--- config.mk ---
export PLATFORM = sky130hd
export DESIGN_NAME = op_handler_dispatcher
export DESIGN_NICKNAME = d
export VERILOG_FILES = /design/src/rtl/op_handler_dispatcher_pkg.sv /design/src/rtl/op_handler_dispatcher_watchdog.sv /design/src/rtl/op_handler_dispatcher.sv
export SDC_FILE = /design/constraint.sdc
export NUM_CORES = 1
export LEC_CHECK = 0
export CORE_AREA = 2 2 114 116
export DETAILED_ROUTE_END_ITERATION = 16
export DIE_AREA = 0 0 116 118
export PLACE_DENSITY = 0.83
export REMOVE_ABC_BUFFERS = 1
export SETUP_SLACK_MARGIN = 0.1
export SYNTH_ARGS = -nofsm -noshare
export SYNTH_HDL_FRONTEND = slang
export SYNTH_SLANG_ARGS = --single-unit
--- constraint.sdc ---
create_clock -name clk -period 2.2 [get_ports clk]
set_input_delay 0.22 -clock clk [delete_from_list [all_inputs] [get_ports clk]]
set_output_delay 0.22 -clock clk [all_outputs]
set_load 0.01 [all_outputs]
--- src/rtl/op_handler_dispatcher_pkg.sv ---
// Shared opcode, handler and dispatcher-state types for the opcode dispatcher.
package Op_PKG;

    localparam int unsigned OP_CMD_W = 4;

    typedef enum logic [OP_CMD_W-1:0] {
        OP_G00 = 4'd0,
        OP_G01 = 4'd1,
        OP_G02 = 4'd2,
        OP_G03 = 4'd3,
        OP_G90 = 4'd4,
        OP_G91 = 4'd5,
        OP_M05 = 4'd6
    } Op_cmd_t;

    typedef enum logic [1:0] {
        HANDLER_LIN   = 2'd0,
        HANDLER_CIRC  = 2'd1,
        HANDLER_DUMMY = 2'd2
    } Handler_t;

    typedef enum logic {
        DISP_IDLE   = 1'b0,
        DISP_ACTIVE = 1'b1
    } Disp_state_t;

    // Unknown encodings fall through to the dummy handler.
    function automatic Handler_t cmd_to_handler(input Op_cmd_t cmd);
        case (cmd)
            OP_G00, OP_G01: return HANDLER_LIN;
            OP_G02, OP_G03: return HANDLER_CIRC;
            default:        return HANDLER_DUMMY;
        endcase
    endfunction

    function automatic logic cmd_is_known(input Op_cmd_t cmd);
        case (cmd)
            OP_G00, OP_G01, OP_G02, OP_G03,
            OP_G90, OP_G91, OP_M05: return 1'b1;
            default:                return 1'b0;
        endcase
    endfunction

endpackage

--- src/rtl/op_handler_dispatcher_watchdog.sv ---
// Saturating cycle counter that flags when an owner has held the motors too long.
module op_watchdog #(
    parameter int unsigned TIMEOUT_CYCLES = 2**24
) (
    input  logic clk,
    input  logic reset,
    input  logic clear,
    input  logic enable,
    output logic expired
);

    generate
        if (TIMEOUT_CYCLES == 0) begin : g_off
            logic w_unused;
            assign w_unused = &{1'b0, clk, reset, clear, enable};
            assign expired  = 1'b0;
        end else begin : g_on
            localparam int unsigned CNT_W = $clog2(TIMEOUT_CYCLES + 1);
            localparam logic [CNT_W-1:0] LAST = CNT_W'(TIMEOUT_CYCLES - 1);

            logic [CNT_W-1:0] r_cnt;

            // Count enabled cycles, holding at the limit until cleared.
            always_ff @(posedge clk or negedge reset) begin
                if (!reset) begin
                    r_cnt <= '0;
                end else if (clear) begin
                    r_cnt <= '0;
                end else if (enable && (r_cnt != LAST)) begin
                    r_cnt <= r_cnt + CNT_W'(1);
                end
            end

            assign expired = enable && (r_cnt == LAST);
        end
    endgenerate

endmodule

--- src/rtl/op_handler_dispatcher.sv ---
// Latches which opcode handler owns the motor and position-update paths
// until that handler signals completion or the watchdog fires.
module op_handler_dispatcher
    import Op_PKG::*;
#(
    parameter int unsigned NUM_HANDLERS   = 3,
    parameter int unsigned DUMMY_IDX      = 2,
    parameter int unsigned PULSE_W        = 16,
    parameter int unsigned POS_W          = 16,
    parameter int unsigned TIMEOUT_CYCLES = 2**24
) (
    input  logic                              clk,
    input  logic                              reset,
    input  logic [OP_CMD_W-1:0]               op_cmd,
    input  logic                              op_valid,
    output logic                              op_rdy,
    input  logic signed [PULSE_W-1:0]         h_pulse_num_x [NUM_HANDLERS],
    input  logic signed [PULSE_W-1:0]         h_pulse_num_y [NUM_HANDLERS],
    input  logic [NUM_HANDLERS-1:0]           h_servo_pos,
    input  logic [NUM_HANDLERS-1:0]           h_trigger,
    output logic [NUM_HANDLERS-1:0]           h_done,
    output logic [NUM_HANDLERS-1:0]           h_rdy,
    input  logic signed [POS_W-1:0]           h_new_x [NUM_HANDLERS],
    input  logic signed [POS_W-1:0]           h_new_y [NUM_HANDLERS],
    input  logic [NUM_HANDLERS-1:0]           h_update,
    input  logic [NUM_HANDLERS-1:0]           h_op_done,
    output logic signed [PULSE_W-1:0]         m_pulse_num_x,
    output logic signed [PULSE_W-1:0]         m_pulse_num_y,
    output logic                              m_servo_pos,
    output logic                              m_trigger,
    input  logic                              m_done,
    input  logic                              m_rdy,
    output logic signed [POS_W-1:0]           pos_new_x,
    output logic signed [POS_W-1:0]           pos_new_y,
    output logic                              pos_update,
    output logic [$clog2(NUM_HANDLERS)-1:0]   active_idx,
    output logic                              busy,
    output logic                              err_unknown_cmd,
    output logic                              err_timeout
);

    localparam int unsigned IDX_W = $clog2(NUM_HANDLERS);

    Disp_state_t      r_state;
    Disp_state_t      w_next_state;
    logic [IDX_W-1:0] r_sel;
    logic [IDX_W-1:0] w_cmd_idx;
    Handler_t         w_handler;
    logic             w_known;
    logic             w_accept;
    logic             w_owner_done;
    logic             w_active;
    logic             w_expired;
    logic             r_err_unknown;
    logic             r_err_timeout;

    assign w_active        = (r_state == DISP_ACTIVE);
    assign active_idx      = r_sel;
    assign err_unknown_cmd = r_err_unknown;
    assign err_timeout     = r_err_timeout;

    op_watchdog #(
        .TIMEOUT_CYCLES(TIMEOUT_CYCLES)
    ) u_watchdog (
        .clk    (clk),
        .reset  (reset),
        .clear  (w_accept),
        .enable (w_active),
        .expired(w_expired)
    );

    // Decode the offered opcode into a handler channel index.
    always_comb begin
        w_handler = cmd_to_handler(Op_cmd_t'(op_cmd));
        w_known   = cmd_is_known(Op_cmd_t'(op_cmd));
        case (w_handler)
            HANDLER_LIN:  w_cmd_idx = IDX_W'(0);
            HANDLER_CIRC: w_cmd_idx = IDX_W'(1);
            default:      w_cmd_idx = IDX_W'(DUMMY_IDX);
        endcase
    end

    // Dispatcher state register.
    always_ff @(posedge clk or negedge reset) begin
        if (!reset) begin
            r_state <= DISP_IDLE;
        end else begin
            r_state <= w_next_state;
        end
    end

    // Owner latch and registered one-cycle error pulses.
    always_ff @(posedge clk or negedge reset) begin
        if (!reset) begin
            r_sel         <= IDX_W'(DUMMY_IDX);
            r_err_unknown <= 1'b0;
            r_err_timeout <= 1'b0;
        end else begin
            if (w_accept) begin
                r_sel <= w_cmd_idx;
            end
            r_err_unknown <= w_accept && !w_known;
            // Completion in the expiry cycle takes priority: no error.
            r_err_timeout <= w_active && w_expired && !w_owner_done;
        end
    end

    // Next-state logic and combinational routing from the owning channel.
    always_comb begin
        w_next_state  = r_state;
        w_accept      = 1'b0;
        w_owner_done  = 1'b0;
        op_rdy        = 1'b0;
        busy          = 1'b0;
        m_pulse_num_x = '0;
        m_pulse_num_y = '0;
        m_servo_pos   = 1'b0;
        m_trigger     = 1'b0;
        pos_new_x     = '0;
        pos_new_y     = '0;
        pos_update    = 1'b0;
        h_done        = '0;
        h_rdy         = '0;
        case (r_state)
            DISP_IDLE: begin
                op_rdy   = 1'b1;
                w_accept = op_valid;
                if (op_valid) begin
                    w_next_state = DISP_ACTIVE;
                end
            end
            DISP_ACTIVE: begin
                busy = 1'b1;
                for (int unsigned i = 0; i < NUM_HANDLERS; i++) begin
                    if (r_sel == IDX_W'(i)) begin
                        m_pulse_num_x = h_pulse_num_x[i];
                        m_pulse_num_y = h_pulse_num_y[i];
                        m_servo_pos   = h_servo_pos[i];
                        m_trigger     = h_trigger[i];
                        pos_new_x     = h_new_x[i];
                        pos_new_y     = h_new_y[i];
                        pos_update    = h_update[i];
                        h_done[i]     = m_done;
                        h_rdy[i]      = m_rdy;
                        w_owner_done  = h_op_done[i];
                    end
                end
                if (w_owner_done || w_expired) begin
                    w_next_state = DISP_IDLE;
                end
            end
            default: w_next_state = DISP_IDLE;
        endcase
    end

endmodule

-- Yosys cells after proc, flatten, opt, wreduce, memory -nomap -nowiden
Cells that the tools add are included.
- word-level logic and storage cells: 85
- output and inout port bits: 79
- register bits after elaboration: 30
- input bits: 213
- bitwise gates (word level): 1
- add/sub/neg operators: 1
- mux-type cells: 52
- eq/ne operators: 11
- reductions and logical operators: 15
- operators by type and width (operator ; number):
    16-bit 2-to-1 mux ; 16
    25-bit 2-to-1 mux ; 2
    1-bit 2-to-1 mux ; 29
    25-bit by 1-bit adder with 25-bit output (second input constant) ; 1
    25-bit by 24-bit equality test with 1-bit output (second input constant) ; 1
    25-bit by 24-bit inequality test with 1-bit output (second input constant) ; 1
    4-bit by 3-bit equality test with 1-bit output (second input constant) ; 3
    4-bit by 2-bit equality test with 1-bit output (second input constant) ; 2
    2-bit case mux with 2 select lines ; 2
    7-bit OR reduction ; 1
    3-bit 2-to-1 mux ; 2
    1-bit logical AND ; 5
    2-bit by 1-bit equality test with 1-bit output (second input constant) ; 2
    4-bit by 1-bit equality test with 1-bit output (second input constant) ; 1
    2-bit logical NOT ; 2
    4-bit logical NOT ; 1
    2-bit OR reduction ; 2
    2-bit equality test (second input constant) ; 1
    1-bit logical NOT ; 2
    1-bit case mux with 2 select lines ; 1
    2-bit nonzero test ; 1
    1-bit logical OR ; 1
    1-bit inverter ; 1

-- Logic depth before layout (Yosys ltp)
- word-level depth: 8
- gate-level depth with buffers: 8
- depth with buffers taken out: 6

-- Cells and area by module
From an unflattened synthesis, not the netlist that was laid out.
- cells, all modules: 496
- area, all modules: 3781.1 sq um
- modules (own cells, without submodules) (module ; cells an instance ; area each (sq um) ; sequential area each (sq um) ; times used):
    op_handler_dispatcher ; 328 ; 2187.1 ; 126.4 ; 1
    op_watchdog ; 168 ; 1594.0 ; 625.6 ; 1

-- Least setup slack after synthesis
OpenSTA, ideal clock, no wires.
- path type: reg2reg
- from: reg u_watchdog.g_on.r_cnt[0]
- to: reg u_watchdog.g_on.r_cnt[4]
- buffers on the path: 2
- setup time: 0.124 ns
- clock period less this slack: 2.167 ns
- stages on the path, launching flop included: 9
- required time: 2.076 ns
- slack: 0.033 ns
- arrival time: 2.043 ns
- cell sequence: dfrtp_1 ha_1 nand4_1 or3_1 buf_2 o31a_1 buf_6 and3_1 a211o_1
- longest elaborated chain between the ends: 3
- elaborated cells on any way between the ends: 6
- classes of those cells: add/sub (1); eq/ne (1); mux (2); reduce/logical (2)
- RTL lines (item ; RTL line ; RTL):
    from (decl) ; op_handler_dispatcher_watchdog.sv:21 ; logic [CNT_W-1:0] r_cnt;
    from (signal assigned) ; op_handler_dispatcher_watchdog.sv:30 ; r_cnt <= r_cnt + CNT_W'(1);
    25-bit by 1-bit adder with 25-bit output / 25-bit by 24-bit inequality test with 1-bit output (equally long branches) ; op_handler_dispatcher_watchdog.sv:30, op_handler_dispatcher_watchdog.sv:29 ;
    25-bit 2-to-1 mux / 1-bit logical AND (equally long branches) ; op_handler_dispatcher_watchdog.sv:29 ; end else if (enable && (r_cnt != LAST)) begin
    25-bit 2-to-1 mux / 2-bit nonzero test (equally long branches) ; -- ;
Several ways; a longest one is shown, not always the timed one. The select of a mux whose other input is x is not followed.
A chain may end at the register's enable or synchronous reset.

-- Worst setup path in the final report
- from: reg u_watchdog.g_on.r_cnt[15]
- to: reg u_watchdog.g_on.r_cnt[2]
- longest elaborated chain between the ends: 3
- RTL lines (item ; RTL line):
    25-bit by 24-bit inequality test with 1-bit output ; op_handler_dispatcher_watchdog.sv:29
    1-bit logical AND ; op_handler_dispatcher_watchdog.sv:29
    2-bit nonzero test (no source line) ; --
Every way passes these cells.

==> impl_metrics.tcl <==
set metrics [dict create \
    vdd_drop_max_mv 0.533 \
    maxCapViolations 0 \
    coreArea_um2 12400 \
    grt_usage_pct 25.4 \
    r2r_slack_ps -70 \
    fillCellCount 1019 \
    p_per_area_nw_per_um2 834 \
    ys_async_sr_fraction_pct 100 \
    routed_wl_mm 20.2 \
    rr_endpoint "u_watchdog.g_on.r_cnt[2]$_DFFE_PN0P_" \
    dieArea_um2 13700 \
    n_antenna_cell 0 \
    start_kind "flop" \
    vias_per_cell 5.09 \
    slew_headroom_pct 67.2 \
    numCtsBuffers 5 \
    num_rows 41 \
    vias 5267 \
    instances_no_fill 1035 \
    syn_area_per_cell_um2 6.85 \
    dp_cells 960 \
    gp_congestion 0.863 \
    hold_viol 0 \
    first_pass_iters 5 \
    critPathMaxFanout 8 \
    grt_pass1_wl_mm 27.2 \
    dpl.hpwl_mm 13.5 \
    final_nets 1076 \
    drv_slew 0 \
    first_global_vias 4877 \
    tightest_slew_ps 491 \
    violations "setup timing" \
    cts_tree "yes" \
    ios 292 \
    setup_viol 12 \
    chipWidth_um 116 \
    drc 0 \
    yosysSeqAreaShare_pct 22.5 \
    clkLatencyLatePin_ps 280 \
    cp_data_arrival_time_ps 2430 \
    ctsHtreeMaxLevel 2 \
    ys.warnings.count 0 \
    grt_max_degree 42 \
    port_buffers 291 \
    final_common_cell "clkdlybuf4s50_1" \
    area_growth_pct 135 \
    finalCriticalPeriod_ps 2270 \
    critical_path.endpoint_type "flop" \
    synth_area_um2 3340 \
    synth-seq-cells 30 \
    crit_type "reg -> reg" \
    drt-initial-drc-count 402 \
    synthesis.instances 487 \
    regToRegStartpoint "u_watchdog.g_on.r_cnt[15]$_DFFE_PN0P_" \
    fin_ws_ps -71.3 \
    final_cell_mix "218 x clkdlybuf4s50_1, 140 x nor2_1, 68 x buf_4, 61 x mux2i_1, 55 x buf_2" \
    period_share_pct 103 \
    clkTransAtPathRegs_ps 50 \
    die_h_um 118 \
    synth_edf_count 0 \
    initial_core_util_pct 26.9 \
    routedWlPerCell_um 19.5 \
    fmax_ghz 0.440 \
    synth_cell_types 41 \
    drive_above_1_share_pct 33.0 \
    min_path_type "in -> async" \
    fin_skew_ps 9.76 \
    cts.sinks 30 \
    status "finished, violations left" \
    power.leakage_nw 3.82 \
    rsz0062_at_grt "yes" \
    antenna_found_initial 0 \
    drtAntennaViolNets 0 \
    finalCoreUtilization_pct 63.2 \
    clk_path_buf_depth 2 \
    grt_remaining_overflow 0 \
    crit_required_ps 2360 \
    power_mw 6.54 \
    cts_root_buf "clkbuf_16" \
    reg2regPathDepth 8 \
    synth_ff_type "dfrtp_1" \
]
-- area by class of cell --
type / count / area [um^2] / area share, %
tap: 172 / 215 / 2.74
multi-input combinational: 417 / 2890 / 36.8
clock buffer: 6 / 129 / 1.64
sequential: 30 / 758 / 9.66
clock inverter: 2 / 10.0 / 0.128
timing repair buffer: 406 / 3840 / 49.0
inverter: 2 / 7.51 / 0.0957
-- cell families (layout without fill, tap and decap cells) --
group | count (synthesis) | after routing | share of synthesized area [%]
AOI/OAI and AO/OA | 108 | 109 | 19.4
buffers and inverters | 41 | 416 | 5.02
and+or+nand+nor | 238 | 238 | 32.0
adders and majority gates | 1 | 1 | 0.375
muxes | 69 | 69 | 20.7
DFF | 30 | 30 | 22.5
-- metal layers --
metal  track usage [%]  part of all wire, %  wire length, um
met1              30.5                   38             7610
met2              44.7                   51            10400
met5                 0                    0                0
met4              6.92                  2.8              570
met3              6.18                  8.3             1670
-- stage by stage --
step / worst slack (ps) / instance area [um^2] / hold WS [ps] / TNS, ps
6_report: -71.3 / 7850 / 338 / -339
5_1_grt: -162 / 7850 / 383 / -2050
4_1_cts: -101 / 7310 / 349 / -108
3_5_place_dp: -34.9 / 6770 / 526 / -112
3_3_place_gp: -21.5 / 6770 / 510 / -37.7
2_1_floorplan: -2230 / 3180 / -75.6 / -160550
-- cells in the mapped netlist, types with 4 or more instances --
| cell type | instances | area, um^2 |
|---|---|---|
| a211o_1 | 12 | 105 |
| a21o_1 | 4 | 30.0 |
| a21oi_1 | 71 | 355 |
| and3_1 | 15 | 93.8 |
| buf_1 | 7 | 26.3 |
| buf_2 | 5 | 25.0 |
| clkbuf_1 | 26 | 97.6 |
| dfrtp_1 | 29 | 726 |
| mux2i_1 | 69 | 691 |
| nand2_1 | 15 | 56.3 |
| nand3_1 | 21 | 105 |
| nor2_1 | 146 | 548 |
| nor3_1 | 18 | 90.1 |
| o21ai_0 | 8 | 40.0 |
| or3_1 | 5 | 31.3 |
-- flip-flops by register name (all words and copies together), names as in the netlist --
| signal | flops |
|---|---|
| r_state | 1 |
| err_timeout | 1 |
| active_idx | 2 |
| u_watchdog.g_on.r_cnt | 25 |
| err_unknown_cmd | 1 |
-- timing repair --
| item | in CTS | in global routing |
|---|---|---|
| gates cloned | 4 | 4 |
| buffers inserted | 30 | 29 |
| hold buffers | 0 | 0 |
| pin swaps | 16 | 44 |
| gates resized for setup | 294 | 117 |
| endpoints found under the setup margin | 84 | 90 |
-- power by group --
part / internal, mW / switching, mW / total [mW] / leakage, nW
logic: 2.64 / 2.56 / 5.20 / 3.34
registers: 0.623 / 0.0657 / 0.689 / 0.406
clock network: 0.414 / 0.243 / 0.657 / 0.0706
-- critical path, cell delays in order, from the launching register on --
cell and delay [ps]:
dfrtp_1 440, and4_1 290, nand3_2 220, buf_4 230
o31ai_4 370, buf_6 160, buf_12 130, nor3b_2 50
a211o_1 260
-- how the worst max path moves through the flow --
stage                                     startpoint                                    to  slack (ps)  cells past startpoint
6_report       u_watchdog.g_on.r_cnt[15]$_DFFE_PN0P_  u_watchdog.g_on.r_cnt[2]$_DFFE_PN0P_         -70                      8
4_1_cts                    active_idx[1]$_DFFE_PN1P_                     m_pulse_num_y[13]        -100                      6
5_1_grt        u_watchdog.g_on.r_cnt[15]$_DFFE_PN0P_  u_watchdog.g_on.r_cnt[2]$_DFFE_PN0P_        -160                      8
3_5_place_dp               active_idx[1]$_DFFE_PN1P_                      m_pulse_num_x[3]         -30                      6
3_3_place_gp               active_idx[1]$_DFFE_PN1P_                      m_pulse_num_x[3]         -20                      6
2_1_floorplan              active_idx[0]$_DFFE_PN0P_                      m_pulse_num_x[0]       -2230                      3
Power figures use the tool's default switching activity.
